`src/rtl/move_input_ctrl.sv`:
```
// move_input_ctrl: push-button front end for the movement keys.
//
// Each raw button level is synchronised, polarity-normalised and debounced. A debounced press
// becomes a move event. When MOVE_AUTOREPEAT_EN is defined, a held button also produces
// delayed-auto-shift repeats. Events wait in a one-deep pending slot per channel. A
// lowest-index-first arbiter moves them into a first-word-fall-through FIFO, which the game
// controller reads with a valid/ready handshake.
//
// Ports:
//   clock       rising-edge clock for every flop
//   reset       synchronous, active-high reset
//   move_in     raw asynchronous button levels, CHANNELS wide
//   evt_valid   FIFO head holds an event
//   evt_ready   consumer accepts the head event
//   evt_chan    channel index of the head event
//   evt_repeat  0 = initial press, 1 = auto-repeat (constant 0 without MOVE_AUTOREPEAT_EN)
//   held        debounced pressed state, 1 = pressed
//   overflow    sticky; set when an event is dropped, cleared only by reset
//
// Build option: define MOVE_AUTOREPEAT_EN to build the DAS/ARR repeat logic.

module move_input_ctrl #(
    parameter int unsigned CHANNELS        = 4,
    parameter int unsigned ACTIVE_LOW      = 1,
    parameter int unsigned DEBOUNCE_CYCLES = 500000,
    parameter int unsigned DAS_CYCLES      = 8000000,
    parameter int unsigned ARR_CYCLES      = 2500000,
    parameter int unsigned FIFO_DEPTH      = 4
) (
    input  logic                                               clock,
    input  logic                                               reset,
    input  logic [CHANNELS-1:0]                                move_in,
    output logic                                               evt_valid,
    input  logic                                               evt_ready,
    output logic [((CHANNELS > 1) ? $clog2(CHANNELS) : 1)-1:0] evt_chan,
    output logic                                               evt_repeat,
    output logic [CHANNELS-1:0]                                held,
    output logic                                               overflow
);

    localparam int unsigned ChanW = (CHANNELS > 1) ? $clog2(CHANNELS) : 1;
    localparam int unsigned DbW   = $clog2(DEBOUNCE_CYCLES + 1);
    localparam int unsigned AddrW = $clog2(FIFO_DEPTH);
    localparam logic [AddrW:0] FullCount = (AddrW + 1)'(FIFO_DEPTH);
    localparam logic [CHANNELS-1:0] ReleasedRaw = (ACTIVE_LOW != 0) ? '1 : '0;

    // Elaboration-time parameter sanity checks.
    if (CHANNELS < 1 || CHANNELS > 16) begin : g_chk_channels
        $error("CHANNELS must be in 1..16");
    end
    if (DEBOUNCE_CYCLES < 1) begin : g_chk_debounce
        $error("DEBOUNCE_CYCLES must be at least 1");
    end
    if (DAS_CYCLES < 1 || ARR_CYCLES < 1) begin : g_chk_repeat
        $error("DAS_CYCLES and ARR_CYCLES must be at least 1");
    end
    if (FIFO_DEPTH < 2 || (FIFO_DEPTH & (FIFO_DEPTH - 1)) != 0) begin : g_chk_depth
        $error("FIFO_DEPTH must be a power of two, at least 2");
    end

    // ------------------------------------------------------------------------------------
    // Conditioning: two-flop synchroniser, then a registered polarity-normalise stage.
    // ------------------------------------------------------------------------------------
    logic [CHANNELS-1:0] sync1_q, sync2_q, level_q;

    always_ff @(posedge clock) begin
        if (reset) begin
            sync1_q <= ReleasedRaw;
            sync2_q <= ReleasedRaw;
            level_q <= '0;
        end else begin
            sync1_q <= move_in;
            sync2_q <= sync1_q;
            level_q <= (ACTIVE_LOW != 0) ? ~sync2_q : sync2_q;
        end
    end

    // ------------------------------------------------------------------------------------
    // Debounce: held toggles once the level has disagreed for DEBOUNCE_CYCLES edges.
    // ------------------------------------------------------------------------------------
    logic [DbW-1:0]      db_cnt_q [CHANNELS];
    logic [DbW-1:0]      db_cnt_d [CHANNELS];
    logic [CHANNELS-1:0] held_q, held_d, press;

    always_comb begin
        held_d = held_q;
        for (int i = 0; i < CHANNELS; i++) begin
            db_cnt_d[i] = '0;
            if (level_q[i] != held_q[i]) begin
                if (db_cnt_q[i] == DbW'(DEBOUNCE_CYCLES - 1)) begin
                    held_d[i] = level_q[i];
                end else begin
                    db_cnt_d[i] = db_cnt_q[i] + 1'b1;
                end
            end
        end
        press = held_d & ~held_q;
    end

    always_ff @(posedge clock) begin
        if (reset) begin
            held_q <= '0;
            for (int i = 0; i < CHANNELS; i++) begin
                db_cnt_q[i] <= '0;
            end
        end else begin
            held_q   <= held_d;
            db_cnt_q <= db_cnt_d;
        end
    end

    assign held = held_q;

    // ------------------------------------------------------------------------------------
    // Event sources
    // ------------------------------------------------------------------------------------
    logic [CHANNELS-1:0] new_evt;

`ifdef MOVE_AUTOREPEAT_EN
    localparam int unsigned RptMax = (DAS_CYCLES > ARR_CYCLES) ? DAS_CYCLES : ARR_CYCLES;
    localparam int unsigned RptW   = (RptMax > 1) ? $clog2(RptMax) : 1;

    typedef enum logic [1:0] {StIdle, StDelay, StRepeat} rpt_state_e;

    rpt_state_e          rpt_state_q [CHANNELS];
    rpt_state_e          rpt_state_d [CHANNELS];
    logic [RptW-1:0]     rpt_cnt_q [CHANNELS];
    logic [RptW-1:0]     rpt_cnt_d [CHANNELS];
    logic [CHANNELS-1:0] rpt_evt;

    always_comb begin
        rpt_evt = '0;
        for (int i = 0; i < CHANNELS; i++) begin
            rpt_state_d[i] = rpt_state_q[i];
            rpt_cnt_d[i]   = rpt_cnt_q[i];
            case (rpt_state_q[i])
                StIdle: begin
                    if (press[i]) begin
                        rpt_state_d[i] = StDelay;
                        rpt_cnt_d[i]   = '0;
                    end
                end
                StDelay: begin
                    if (rpt_cnt_q[i] == RptW'(DAS_CYCLES - 1)) begin
                        rpt_state_d[i] = StRepeat;
                        rpt_cnt_d[i]   = '0;
                        rpt_evt[i]     = 1'b1;
                    end else begin
                        rpt_cnt_d[i] = rpt_cnt_q[i] + 1'b1;
                    end
                end
                StRepeat: begin
                    if (rpt_cnt_q[i] == RptW'(ARR_CYCLES - 1)) begin
                        rpt_cnt_d[i] = '0;
                        rpt_evt[i]   = 1'b1;
                    end else begin
                        rpt_cnt_d[i] = rpt_cnt_q[i] + 1'b1;
                    end
                end
                default: rpt_state_d[i] = StIdle;
            endcase
            // Release wins over everything, including a repeat due on the same edge.
            if (!held_d[i]) begin
                rpt_state_d[i] = StIdle;
                rpt_cnt_d[i]   = '0;
                rpt_evt[i]     = 1'b0;
            end
        end
    end

    always_ff @(posedge clock) begin
        if (reset) begin
            for (int i = 0; i < CHANNELS; i++) begin
                rpt_state_q[i] <= StIdle;
                rpt_cnt_q[i]   <= '0;
            end
        end else begin
            rpt_state_q <= rpt_state_d;
            rpt_cnt_q   <= rpt_cnt_d;
        end
    end

    // A press only fires from StIdle and a repeat never does, so the two are exclusive.
    assign new_evt = press | rpt_evt;
`else
    assign new_evt = press;
`endif

    // ------------------------------------------------------------------------------------
    // Pending slots and lowest-index arbiter
    // ------------------------------------------------------------------------------------
    logic [CHANNELS-1:0] pend_q, pend_d, grant;
    logic                overflow_q, overflow_d;
    logic                push, pop, fifo_full;
    logic [ChanW-1:0]    push_chan;
`ifdef MOVE_AUTOREPEAT_EN
    logic [CHANNELS-1:0] prep_q, prep_d;
    logic                push_rep;
`endif

    always_comb begin
        grant     = '0;
        push      = 1'b0;
        push_chan = '0;
`ifdef MOVE_AUTOREPEAT_EN
        push_rep  = 1'b0;
`endif
        for (int i = 0; i < CHANNELS; i++) begin
            if (pend_q[i] && !push && !fifo_full) begin
                grant[i]  = 1'b1;
                push      = 1'b1;
                push_chan = ChanW'(i);
`ifdef MOVE_AUTOREPEAT_EN
                push_rep  = prep_q[i];
`endif
            end
        end
    end

    always_comb begin
        // Clearing granted slots first lets a slot refill on the edge it is drained.
        pend_d     = pend_q & ~grant;
        overflow_d = overflow_q;
`ifdef MOVE_AUTOREPEAT_EN
        prep_d     = prep_q;
`endif
        for (int i = 0; i < CHANNELS; i++) begin
            if (new_evt[i]) begin
                if (pend_d[i]) begin
                    overflow_d = 1'b1;
                end else begin
                    pend_d[i] = 1'b1;
`ifdef MOVE_AUTOREPEAT_EN
                    prep_d[i] = rpt_evt[i];
`endif
                end
            end
        end
    end

    always_ff @(posedge clock) begin
        if (reset) begin
            pend_q     <= '0;
            overflow_q <= 1'b0;
`ifdef MOVE_AUTOREPEAT_EN
            prep_q     <= '0;
`endif
        end else begin
            pend_q     <= pend_d;
            overflow_q <= overflow_d;
`ifdef MOVE_AUTOREPEAT_EN
            prep_q     <= prep_d;
`endif
        end
    end

    assign overflow = overflow_q;

    // ------------------------------------------------------------------------------------
    // FWFT event FIFO
    // ------------------------------------------------------------------------------------
    logic [ChanW-1:0] mem_chan [FIFO_DEPTH];
    logic [AddrW-1:0] wr_ptr_q, rd_ptr_q;
    logic [AddrW:0]   count_q;
`ifdef MOVE_AUTOREPEAT_EN
    logic             mem_rep [FIFO_DEPTH];
`endif

    assign fifo_full = (count_q == FullCount);
    assign evt_valid = (count_q != '0);
    assign pop       = evt_valid & evt_ready;

    always_ff @(posedge clock) begin
        if (reset) begin
            wr_ptr_q <= '0;
            rd_ptr_q <= '0;
            count_q  <= '0;
        end else begin
            if (push) begin
                wr_ptr_q <= wr_ptr_q + 1'b1;
            end
            if (pop) begin
                rd_ptr_q <= rd_ptr_q + 1'b1;
            end
            case ({push, pop})
                2'b10:   count_q <= count_q + 1'b1;
                2'b01:   count_q <= count_q - 1'b1;
                default: count_q <= count_q;
            endcase
        end
    end

    always_ff @(posedge clock) begin
        if (push) begin
            mem_chan[wr_ptr_q] <= push_chan;
`ifdef MOVE_AUTOREPEAT_EN
            mem_rep[wr_ptr_q]  <= push_rep;
`endif
        end
    end

    // Head fields read as 0 while empty so the outputs are defined out of reset.
    assign evt_chan = evt_valid ? mem_chan[rd_ptr_q] : '0;
`ifdef MOVE_AUTOREPEAT_EN
    assign evt_repeat = evt_valid ? mem_rep[rd_ptr_q] : 1'b0;
`else
    assign evt_repeat = 1'b0;
`endif

endmodule

```
`config.mk`:
```
export PLATFORM = sky130hd
export DESIGN_NAME = move_input_ctrl
export DESIGN_NICKNAME = d
export VERILOG_FILES = /design/src/rtl/move_input_ctrl.sv
export SDC_FILE = /design/constraint.sdc
export NUM_CORES = 1
export LEC_CHECK = 0
export ABC_CLOCK_PERIOD_IN_PS = 3510
export CORE_MARGIN = 2
export CORE_UTILIZATION = 60
export CTS_CLUSTER_SIZE = 25
export DETAILED_ROUTE_END_ITERATION = 10
export DONT_BUFFER_PORTS = 1
export GPL_ROUTABILITY_DRIVEN = 0
export PLACE_DENSITY = 0.78
export SYNTH_ARGS = -nofsm -noshare
export SYNTH_HDL_FRONTEND = slang
export SYNTH_SLANG_ARGS = --single-unit
```
`constraint.sdc`:
```
create_clock -name clock -period 3.51 [get_ports clock]
set_clock_uncertainty 0.05 [all_clocks]
set_input_delay 0.702 -clock clock [delete_from_list [all_inputs] [get_ports clock]]
set_output_delay 0.702 -clock clock [all_outputs]
set_load 0.005 [all_outputs]
```
==> summary.md, run 1 <==
| Metric | Value |
|---|---|
| Startpoint types | `flop` |
| Reg area | `about 2400 um2` |
| Root Buffer | `clkbuf_8` |
| Core area | `~8100 um2` |
| Cell Pwr Density | `between 500 and 600 nW/um2` |
| CTS max path bufs | `2` |
| Avg Vias per Cell | `5.66` |
| Max incr delay on CP | `0.49 ns` |
| # nets final | `563` |
| Final period utilization | `73.1%` |
| Reg-to-Reg End | `count_q[2]` |
| Die H | `roughly 95 um` |
| Remaining global-route overflow | `0` |
| Drt total wl | `between 9000 and 10000 um` |
| Vias in the first global route | `3556` |
| FF-to-FF path depth | `9` |
| Inserted Clock Buffers | `17` |
| DRT Pass-1 Iters | `7` |
| FF-to-FF setup slack | `0.95 ns` |
| Critical path fanouts, max | `7` |
| Reg clk slew, reported paths | `~0.05 ns` |
| Synth Area in XOR/XNOR | `10.2%` |
| Critical Path AT | `2.96 ns` |
| Largest net degree at the start of global routing | `35` |
| Clock Latency Late Sink | `0.51 ns` |
| Die ar. | `9040 um2` |
| CP endpoint kind | `flop` |
| Slew HR | `a little over half` |
| Input/output buffers | `0` |
| Placed Cells | `~630` |
| Reg2reg start | `count_q[2]` |
| DP Wirelength | `between 6000 and 7000 um` |
| Cells after synthesis | `roughly 540` |
| Worst setup path startpoint | `count_q[2]` |
| Hold-fix buffers, CTS | `0` |
| Cell variety after synth | `57` |
| Ant diodes | `0` |
| Crit path to | `count_q[2]` |
| Slowest cell on the critical path | `nor3b_1` |
| Syn_nets | `555` |
| Die X | `95.1 um` |
| Outcome | `complete, no violations` |
| # Post-CTS Setup Buffers | `0` |
| Drt drc | `0` |
| Post-synth ARST share | `0%` |
| H-tree depth | `4` |
| Top_reg_cell synth | `dfxtp_1` |
| Syn_area_per_cell | `9.25 um2` |
| Final non-filler cell total | `approximately 660` |
| Compound-gate portion of the synthesized area | `8.35%` |
| Initial DRC Count | `174` |
| Fraction of the mapped netlist area in adder cells | `2.67%` |
| Max Clk Rate | `slightly below 400 MHz` |
| Initial antenna violation count | `0` |
| Crit path time final | `about 2.6 ns` |
| CTS tree | `built` |
| I/O pin count | `16` |
| Most common cell after layout, fill and taps aside | `dfxtp_1` |
| CP required | `3.91 ns` |
| Row Count | `33` |
| Post-synth EDFFs | `8` |
| Combinational family with the most area after synthesis | `simple AND/OR/NAND/NOR gates` |
| Initial core utilization | `between 60% and 70%` |
| Post-CTS Resized | `0` |
| Wirelength per Cell | `14.0 um` |
| Peak supply drop | `roughly 340 uV` |
| Synthesis-to-finish area growth | `12.0%` |
| DR vias | `around 3800` |
| Unrepaired setup endpoints after global routing | `no` |
| Final ANT Viol Nets | `0` |
| Max Cap Viol | `0` |
| Sequential area share after synthesis | `47.5%` |
| Mux contribution to synthesized area | `1.31%` |
| Slew Viols, Final | `0` |
| Share of cells above drive strength 1 | `9.66%` |
| Warnings, synthesis | `0` |
| Final Worst Setup Slack | `0.945 ns` |
| Multi-input gate area | `2460 um2` |
| Combined global-route utilization of all metal layers | `22.1%` |
| # setup viols final | `0` |
| Synth Area in Simple Gates | `26.9%` |
| Static Leak | `1.71 nW` |
| Hold WS | `0.215 ns` |
| Hold Crit Class | `in2reg` |
| Most frequent cells in the layout | `106 x dfxtp_1, 78 x nor2_1, 36 x xnor2_1` |
| Final-report hold violation count | `0` |
| Pre-CTS setup slack | `0.945 ns` |
| Cell Chain, Critical Path | `nor3b_1 > a21oi_1 > inv_1 > ha_1 > inv_1 > fa_1 > xor2_1 > or3_1 > a21oi_1` |
| Slew @ Worst Pin | `0.690 ns` |
| Clock Sinks | `around 110` |
| WS Path Type | `reg2reg` |
| Global-route wire length before repair | `~16000 um` |
| Synthesis-stage register bit count | `between 100 and 150` |
| Setup TNS Final | `0 ns` |
| # fillers | `651` |
| Synthesized area | `4980 um2` |
-- per-layer routing --
metal | part of all wire (%) | track usage, % | wire [um]
met1 | 47 | 26.6 | 4370
met2 | 49 | 36.2 | 4610
met3 | 2.7 | 7.27 | 254
met4 | 1.0 | 9.42 | 93
met5 | 0 | 0 | 0
-- sequential cells by signal, summed over array words and instances (netlist names), named ones only --
signal	count
db_cnt_q	76
mem_chan	8
held	4
level_q	4
pend_q	4
sync1_q	4
sync2_q	4
count_q	3
rd_ptr_q	2
wr_ptr_q	2
overflow	1
-- worst max-delay path, delay by kind of cell, from the launching register on --
kind | cells | cell delay (ns)
simple gates | 2 | 0.80
fa+ha+maj | 2 | 0.56
flops | 1 | 0.37
compound gates | 2 | 0.37
buf+inv | 2 | 0.18
xor+xnor | 1 | 0.16
-- metrics by stage --
step	cell area (um2)	total power [mW]	util [%]
after floorplan	4980	1.36	-
after global placement	5050	1.36	62.1
after detailed placement	5050	1.36	62.1
after CTS	5570	2.83	68.5
after global routing	5570	2.89	68.5
final	5570	2.80	68.5
-- report_power, final --
group	switching (mW)	total (mW)	internal, mW
Sequential	0.00320	1.32	1.31
Combinational	0.00713	0.0135	0.00633
Clock	0.563	1.47	0.909
Total	0.574	2.80	2.23
-- how the worst min path moves through the flow --
stage,start,end,depth (start not counted)
after global placement,sync2_q[1],level_q[1],1
after CTS,reset,held[2],1
after floorplan,sync2_q[3],level_q[3],1
final,reset,held[2],1
after global routing,reset,held[2],1
after detailed placement,sync2_q[1],level_q[1],1
-- logic make-up (layout without fill, tap and decap cells) --
| group | after synthesis | count (layout) |
|---|---|---|
| simple gates | 249 | 249 |
| flops | 114 | 114 |
| compound gates | 67 | 67 |
| xor+xnor | 58 | 58 |
| buf+inv | 35 | 56 |
| fa+ha+maj | 10 | 10 |
| mux | 4 | 4 |
| other cells | 1 | 1 |
-- cells in the mapped netlist (all sizes together), types with 3 or more instances --
master  count  share of area (%)
nor2b       3               0.38
or4         7                1.1
or2        10                1.3
and2        8                1.0
nor4b       3               0.53
nand3      32                3.2
nor2       78                5.9
dfxtp     106                 43
and4        7                1.3
o31ai       4               0.60
inv        22                1.7
nand2      20                1.5
nand4      18                2.3
a21oi      27                2.7
xor2       22                3.9
or4b        3               0.60
edfxtp      8                4.8
ha          9                2.3
nor3       14                1.4
buf         6               0.88
o21ai      20                2.2
xnor2      36                6.3
and3        6               0.75
or3        18                2.3
clkbuf      7               0.53
nor4       11                1.5
o21ba       3               0.60
-- cell type report --
cell class / count / share of cell area, %
timing repair buffer: 2 / 0.269
clock buffer: 21 / 8.24
clock inverter: 11 / 1.12
sequential: 114 / 42.4
tap: 105 / 2.36
inverter: 22 / 1.48
multi-input combinational: 389 / 44.2
(Power assumes the default switching activity.)
==> run 2: changes to the inputs <==
==> config.mk (replaced) <==
export PLATFORM = sky130hd
export DESIGN_NAME = move_input_ctrl
export DESIGN_NICKNAME = d
export VERILOG_FILES = /design/src/rtl/move_input_ctrl.sv
export SDC_FILE = /design/constraint.sdc
export NUM_CORES = 1
export LEC_CHECK = 0
export ABC_CLOCK_PERIOD_IN_PS = 2200
export CORE_MARGIN = 2
export CORE_UTILIZATION = 57
export CTS_CLUSTER_SIZE = 25
export DETAILED_ROUTE_END_ITERATION = 10
export DONT_BUFFER_PORTS = 1
export GPL_ROUTABILITY_DRIVEN = 0
export PLACE_DENSITY = 0.77
export SYNTH_ARGS = -nofsm -noshare
export SYNTH_HDL_FRONTEND = slang
export SYNTH_SLANG_ARGS = --single-unit
==> constraint.sdc (replaced) <==
create_clock -name clock -period 2.2 [get_ports clock]
set_clock_uncertainty 0.05 [all_clocks]
set_input_delay 0.44 -clock clock [delete_from_list [all_inputs] [get_ports clock]]
set_output_delay 0.44 -clock clock [all_outputs]
set_load 0.005 [all_outputs]
==> summary.md, run 2 (synthesis gave the netlist of run 1 again) <==
| Metric | Value |
|---|---|
| Max Cap Viol | `0 (unchanged)` |
| # setup viols final | `0 (unchanged)` |
| Critical path fanouts, max | `5 (was 7)` |
| Input/output buffers | `0 (unchanged)` |
| Peak supply drop | `530 uV (was 337 uV)` |
| Unrepaired setup endpoints after global routing | `no (unchanged)` |
| Synthesis-to-finish area growth | `17.0% (was 12.0%)` |
| Root Buffer | `clkbuf_8 (unchanged)` |
| Cell Pwr Density | `835 nW/um2 (was 503 nW/um2)` |
| CP required | `2.57 ns (was 3.91 ns)` |
| Met3 Use GR | `5.90% (was 7.27%)` |
| Clock Sinks | `114 (unchanged)` |
| Die H | `97.4 um (was 95.1 um)` |
| Combined global-route utilization of all metal layers | `21.3% (was 22.1%)` |
| Slew @ Worst Pin | `1.06 ns (was 0.690 ns)` |
| I/O pin count | `16 (unchanged)` |
| GR Util met1 | `26.8% (was 26.6%)` |
| Initial DRC Count | `147 (was 174)` |
| Final-report hold violation count | `0 (unchanged)` |
| CTS max path bufs | `2 (unchanged)` |
| Initial antenna violation count | `0 (unchanged)` |
| Static Leak | `1.83 nW (was 1.71 nW)` |
| GRT Max-Usage Layer | `met2 (unchanged)` |
| H-tree depth | `4 (unchanged)` |
| Largest net degree at the start of global routing | `28 (was 35)` |
| Tot Pwr | `4.86 mW (was 2.80 mW)` |
| Wirelength per Cell | `14.4 um (was 14.0 um)` |
| Biggest register | `db_cnt_q (unchanged)` |
| Clock Latency Late Sink | `0.51 ns (about the same)` |
| CP endpoint kind | `flop (unchanged)` |
| Final period utilization | `96.3% (was 73.1%)` |
| Setup TNS Final | `0 ns (unchanged)` |
| Drt total wl | `9820 um (was 9330 um)` |
| Slew HR | `28.8% (was 53.7%)` |
| Avg Vias per Cell | `5.65 (was 5.66)` |
| Drt drc | `0 (unchanged)` |
| # Post-CTS Setup Buffers | `0 (unchanged)` |
| Max Clk Rate | `472 MHz (was 390 MHz)` |
| # nets final | `579 (was 563)` |
| Core area | `8590 um2 (was 8130 um2)` |
| Most frequent cells in the layout | `103 x dfxtp_1, 78 x nor2_1, 36 x xnor2_1 (was 106 x dfxtp_1, 78 x nor2_1, 36 x xnor2_1)` |
| HP Start | `reset (unchanged)` |
| Die X | `97.4 um (was 95.1 um)` |
| DRT Pass-1 Iters | `4 (was 7)` |
| Final ANT Viol Nets | `0 (unchanged)` |
| Worst setup path startpoint | `count_q[0] (was count_q[2])` |
| Slew Viols, Final | `0 (unchanged)` |
| Inserted Clock Buffers | `17 (unchanged)` |
| Max reg flops | `76 (unchanged)` |
| Die ar. | `9490 um2 (was 9040 um2)` |
| Global-route wire length before repair | `16500 um (was 15500 um)` |
| Share of cells above drive strength 1 | `11.5% (was 9.66%)` |
| Critical Path AT | `2.48 ns (was 2.96 ns)` |
| WS Path Type | `reg2reg (unchanged)` |
| Crit path time final | `2.12 ns (was 2.56 ns)` |
| CTS tree | `built (unchanged)` |
| Ant diodes | `0 (unchanged)` |
| Initial core utilization | `57.9% (was 61.2%)` |
| Startpoint types | `flop (unchanged)` |
| Most common cell after layout, fill and taps aside | `dfxtp_1 (unchanged)` |
| Reg2reg start | `count_q[0] (was count_q[2])` |
| Largest registers | `db_cnt_q (76), mem_chan (8) (unchanged)` |
| Row Count | `34 (was 33)` |
| Met2 GRT Util | `35.2% (was 36.2%)` |
| Remaining global-route overflow | `0 (unchanged)` |
| Vias in the first global route | `3633 (was 3556)` |
| DR vias | `3850 (was 3755)` |
| DP Wirelength | `6380 um (was 6240 um)` |
| Hold Crit Class | `in2reg (unchanged)` |
| Outcome | `complete, no violations (unchanged)` |
| Reg clk slew, reported paths | `0.05 ns (about the same)` |
==> run 2: power by group <==
group          internal (mW)  switching (mW)  total (mW)
clock network           1.85           0.872        2.72
logic                 0.0173          0.0211      0.0385
registers               2.10         0.00534        2.10
==> run 2: critical path, stage by stage (launching register included) <==
cell     delay, ns
dfxtp_4       0.36
nor3b_4       0.21
a21oi_1       0.08
inv_1         0.07
ha_2          0.18
inv_1         0.05
fa_1          0.37
xor2_1        0.16
or3_1         0.33
a21oi_1       0.16
==> run 2: worst paths after layout <==
path | end | slack (ns) | cells past startpoint
worst min-delay path | pend_q[0] | 0.06 | 1
worst max-delay path | count_q[2] | 0.08 | 9
worst min register to register | level_q[3] | 0.34 | 1
worst max register to register | count_q[2] | 0.08 | 9
==> run 2: per-stage QoR <==
| step | hold slack [ns] | worst slack (ns) | utilization (%) | instances | cell area (um2) |
|---|---|---|---|---|---|
| after floorplan | 0.313 | 0.0744 | - | 538 | 4980 |
| after global placement | 0.323 | 0.215 | 60.0 | 646 | 5160 |
| after detailed placement | 0.318 | 0.0683 | 60.0 | 646 | 5160 |
| after CTS | 0.0408 | 0.0398 | 67.6 | 682 | 5810 |
| after global routing | 0.0402 | 0.000215 | 67.8 | 682 | 5820 |
| final | 0.0593 | 0.0823 | 67.8 | 682 | 5820 |
==> run 2: metal layers <==
metal / wire length (um) / share of wire (%) / up-vias
li1: - / - / 1946
met1: 4520 / 46 / 1842
met2: 4850 / 49 / 50
met3: 323 / 3.3 / 12
met4: 123 / 1.3 / 0
met5: 0 / 0 / -
==> run 2: layout make-up <==
class	count	area, um2
fillers	669	2770
inverters	22	82.6
repair buffers	18	160
clock inverters	3	65.1
well taps	108	135
multi-input cells	389	2470
clock buffers	28	537
flip-flops and latches	114	2370
==> run 2: repair_timing <==
action / 4_1_cts / 5_1_grt
setup endpoints to repair: 0 / 1
hold buffers: 5 / 0
hold endpoints to repair: 28 / 0
gates resized for setup: 0 / 6
==> run 3: changes to the inputs <==
--- a/config.mk
+++ b/config.mk
@@ -7,12 +7,12 @@
 export LEC_CHECK = 0
 export ABC_CLOCK_PERIOD_IN_PS = 2200
 export CORE_MARGIN = 2
-export CORE_UTILIZATION = 57
+export CORE_UTILIZATION = 55
 export CTS_CLUSTER_SIZE = 25
 export DETAILED_ROUTE_END_ITERATION = 10
 export DONT_BUFFER_PORTS = 1
 export GPL_ROUTABILITY_DRIVEN = 0
-export PLACE_DENSITY = 0.77
+export PLACE_DENSITY = 0.75
 export SYNTH_ARGS = -nofsm -noshare
 export SYNTH_HDL_FRONTEND = slang
 export SYNTH_SLANG_ARGS = --single-unit
==> summary.md, run 3 (synthesis gave the netlist of run 1 again) <==
| Metric | Value |
|---|---|
| Biggest register | `db_cnt_q (unchanged)` |
| Ant diodes | `0 (unchanged)` |
| Combined global-route utilization of all metal layers | `20.4% (was 21.3%)` |
| Initial DRC Count | `128 (was 147)` |
| Input/output buffers | `0 (unchanged)` |
| CP required | `2.57 ns (about the same)` |
| Vias in the first global route | `3664 (was 3633)` |
| Static Leak | `1.83 nW (about the same)` |
| Reg clk slew, reported paths | `0.06 ns (was 0.05 ns)` |
| Inserted Clock Buffers | `17 (unchanged)` |
| Slew HR | `35.5% (was 28.8%)` |
| Root Buffer | `clkbuf_8 (unchanged)` |
| Switching pwr | `0.990 mW (was 0.898 mW)` |
| DRT Pass-1 Iters | `4 (unchanged)` |
| DP Wirelength | `6410 um (was 6380 um)` |
| Slew @ Worst Pin | `0.964 ns (was 1.06 ns)` |
| Avg Vias per Cell | `5.65 (about the same)` |
| Cell mode on critical path | `or3_1` |
| CTS tree | `built (unchanged)` |
| Max reg flops | `76 (unchanged)` |
| Core area | `8760 um2 (was 8590 um2)` |
| Clk pwr share | `57.3% (was 56.0%)` |
| Met2 GRT Util | `34.2% (was 35.2%)` |
| Final period utilization | `94.9% (was 96.3%)` |
| Hold WS | `0.0543 ns (was 0.0593 ns)` |
| Max incr delay on CP | `0.38 ns (was 0.37 ns)` |
| # nets final | `579 (unchanged)` |
| Cell Int Power | `4.01 mW (was 3.97 mW)` |
| Critical path fanouts, max | `5 (unchanged)` |
| Placed Area | `5170 um2 (was 5160 um2)` |
| Final non-filler cell total | `683 (was 682)` |
| WS Path Type | `reg2reg (unchanged)` |
| Max Cap Viol | `0 (unchanged)` |
| Buf/Inv on CP | `1 (was 2)` |
| Final ANT Viol Nets | `0 (unchanged)` |
| Cell Pwr Density | `854 nW/um2 (was 835 nW/um2)` |
| Initial core utilization | `56.8% (was 57.9%)` |
| CP endpoint kind | `flop (unchanged)` |
| Met3 Use GR | `4.99% (was 5.90%)` |
| Drt total wl | `9540 um (was 9820 um)` |
| Outcome | `complete, no violations (unchanged)` |
| Final-report hold violation count | `0 (unchanged)` |
| GRT Max-Usage Layer | `met2 (unchanged)` |
| Family with the most delay on the worst path | `simple AND/OR/NAND/NOR gates (was adder cells)` |
| Most frequent cells in the layout | `103 x dfxtp_1, 78 x nor2_1, 36 x xnor2_1 (unchanged)` |
| Share of cells above drive strength 1 | `12.2% (was 11.5%)` |
| # setup viols final | `0 (unchanged)` |
| Initial antenna violation count | `0 (unchanged)` |
| Hold Crit Class | `in2reg (unchanged)` |
| Die X | `99.1 um (was 97.4 um)` |
| Global-route wire length before repair | `16200 um (was 16500 um)` |
| Final Cell Area | `5860 um2 (was 5820 um2)` |
| Cell Chain, Critical Path | `or3_1 > and2_1 > ha_2 > inv_1 > fa_1 > xor2_1 > or3_1 > a21oi_1 (was nor3b_4 > a21oi_1 > inv_1 > ha_2 > inv_1 > fa_1 > xor2_1 > or3_1 > a21oi_1)` |
| Crit path time final | `2.09 ns (was 2.12 ns)` |
| H-tree depth | `4 (unchanged)` |
| Sequential share of power | `42.0% (was 43.2%)` |
| Max Clk Rate | `479 MHz (was 472 MHz)` |
| Clock Latency Late Sink | `0.51 ns (about the same)` |
| Die H | `99.1 um (was 97.4 um)` |
| Clock Sinks | `114 (unchanged)` |
| Die ar. | `9820 um2 (was 9490 um2)` |
| Largest net degree at the start of global routing | `28 (unchanged)` |
| I/O pin count | `16 (unchanged)` |
| Slew Viols, Final | `0 (unchanged)` |
| Wirelength per Cell | `14.0 um (was 14.4 um)` |
| # Post-CTS Setup Buffers | `0 (unchanged)` |
| Synthesis-to-finish area growth | `17.7% (was 17.0%)` |
| Most common cell after layout, fill and taps aside | `dfxtp_1 (unchanged)` |
| Sw frac | `19.8% (was 18.5%)` |
| GR Util met1 | `24.4% (was 26.8%)` |
| Largest registers | `db_cnt_q (76), mem_chan (8) (unchanged)` |
| Unrepaired setup endpoints after global routing | `no (unchanged)` |
| Drt drc | `0 (unchanged)` |
| Remaining global-route overflow | `0 (unchanged)` |
| Placed Cells | `646 (unchanged)` |
| Startpoint types | `flop (unchanged)` |
| Setup TNS Final | `0 ns (unchanged)` |
| Row Count | `34 (unchanged)` |
| CTS max path bufs | `2 (unchanged)` |
| Combinational Power Share | `0.8% (about the same)` |
| Peak supply drop | `460 uV (was 530 uV)` |
| Critical Path AT | `2.46 ns (was 2.48 ns)` |
| Slowest cell on the critical path | `dfxtp_2 (was fa_1)` |
| DR vias | `3862 (was 3850)` |
[run 3: changes by cell type in the layout (fill, tap and decap cells not counted), moves of 2 or more]
cell        previous run  this run
clkbuf_8               7         3
clkinvlp_4             0         4
clkbuf_1               4         1
bufinv_16              2         4
[run 3: routing by layer]
layer	share of wire [%]	vias up	routed length, um
li1	-	1957	-
met1	46	1829	4370
met2	49	62	4640
met3	3.8	14	360
met4	1.7	0	163
met5	0	-	0
[run 3: final timing paths]
path	depth (start not counted)	endpoint	slack (ns)	startpoint
hold / removal	1	held[1]	0.05	reset
setup / recovery	8	count_q[2]	0.11	count_q[0]
setup reg to reg	8	count_q[2]	0.11	count_q[0]
hold reg to reg	1	level_q[3]	0.34	sync2_q[3]
[run 3: per-stage QoR]
step | total power, mW | utilization [%] | setup slack (ns)
global route | 5.13 | 66.8 | 0.00305
global placement | 2.17 | 59.0 | 0.213
CTS | 5.02 | 66.7 | 0.0328
detailed placement | 2.17 | 59.0 | 0.132
finish | 5.00 | 66.8 | 0.113
floorplan | 2.17 | - | 0.0744
[run 3: timing repair]
action | in CTS | in global routing
endpoints found under the setup margin | 0 | 1
endpoints found under the hold margin | 28 | 0
hold buffers | 5 | 0
gates resized for setup | 0 | 6
[run 3: cell type report]
cell class | count | area, um2
fill | 645 | 2910
sequential | 114 | 2370
tap | 108 | 135
timing repair buffer | 18 | 173
clock inverter | 12 | 179
multi-input combinational | 389 | 2470
clock buffer | 20 | 445
inverter | 22 | 82.6
[run 3: power by group through the flow]
stage | Combinational (mW) | Clock, mW | Sequential (mW)
6_report | 0.0381 | 2.87 | 2.10
4_1_cts | 0.0385 | 2.88 | 2.10
3_3_place_gp | 0.0237 | 0 | 2.14
2_1_floorplan | 0.0276 | 0 | 2.14
3_5_place_dp | 0.0245 | 0 | 2.14
5_1_grt | 0.0420 | 2.99 | 2.10
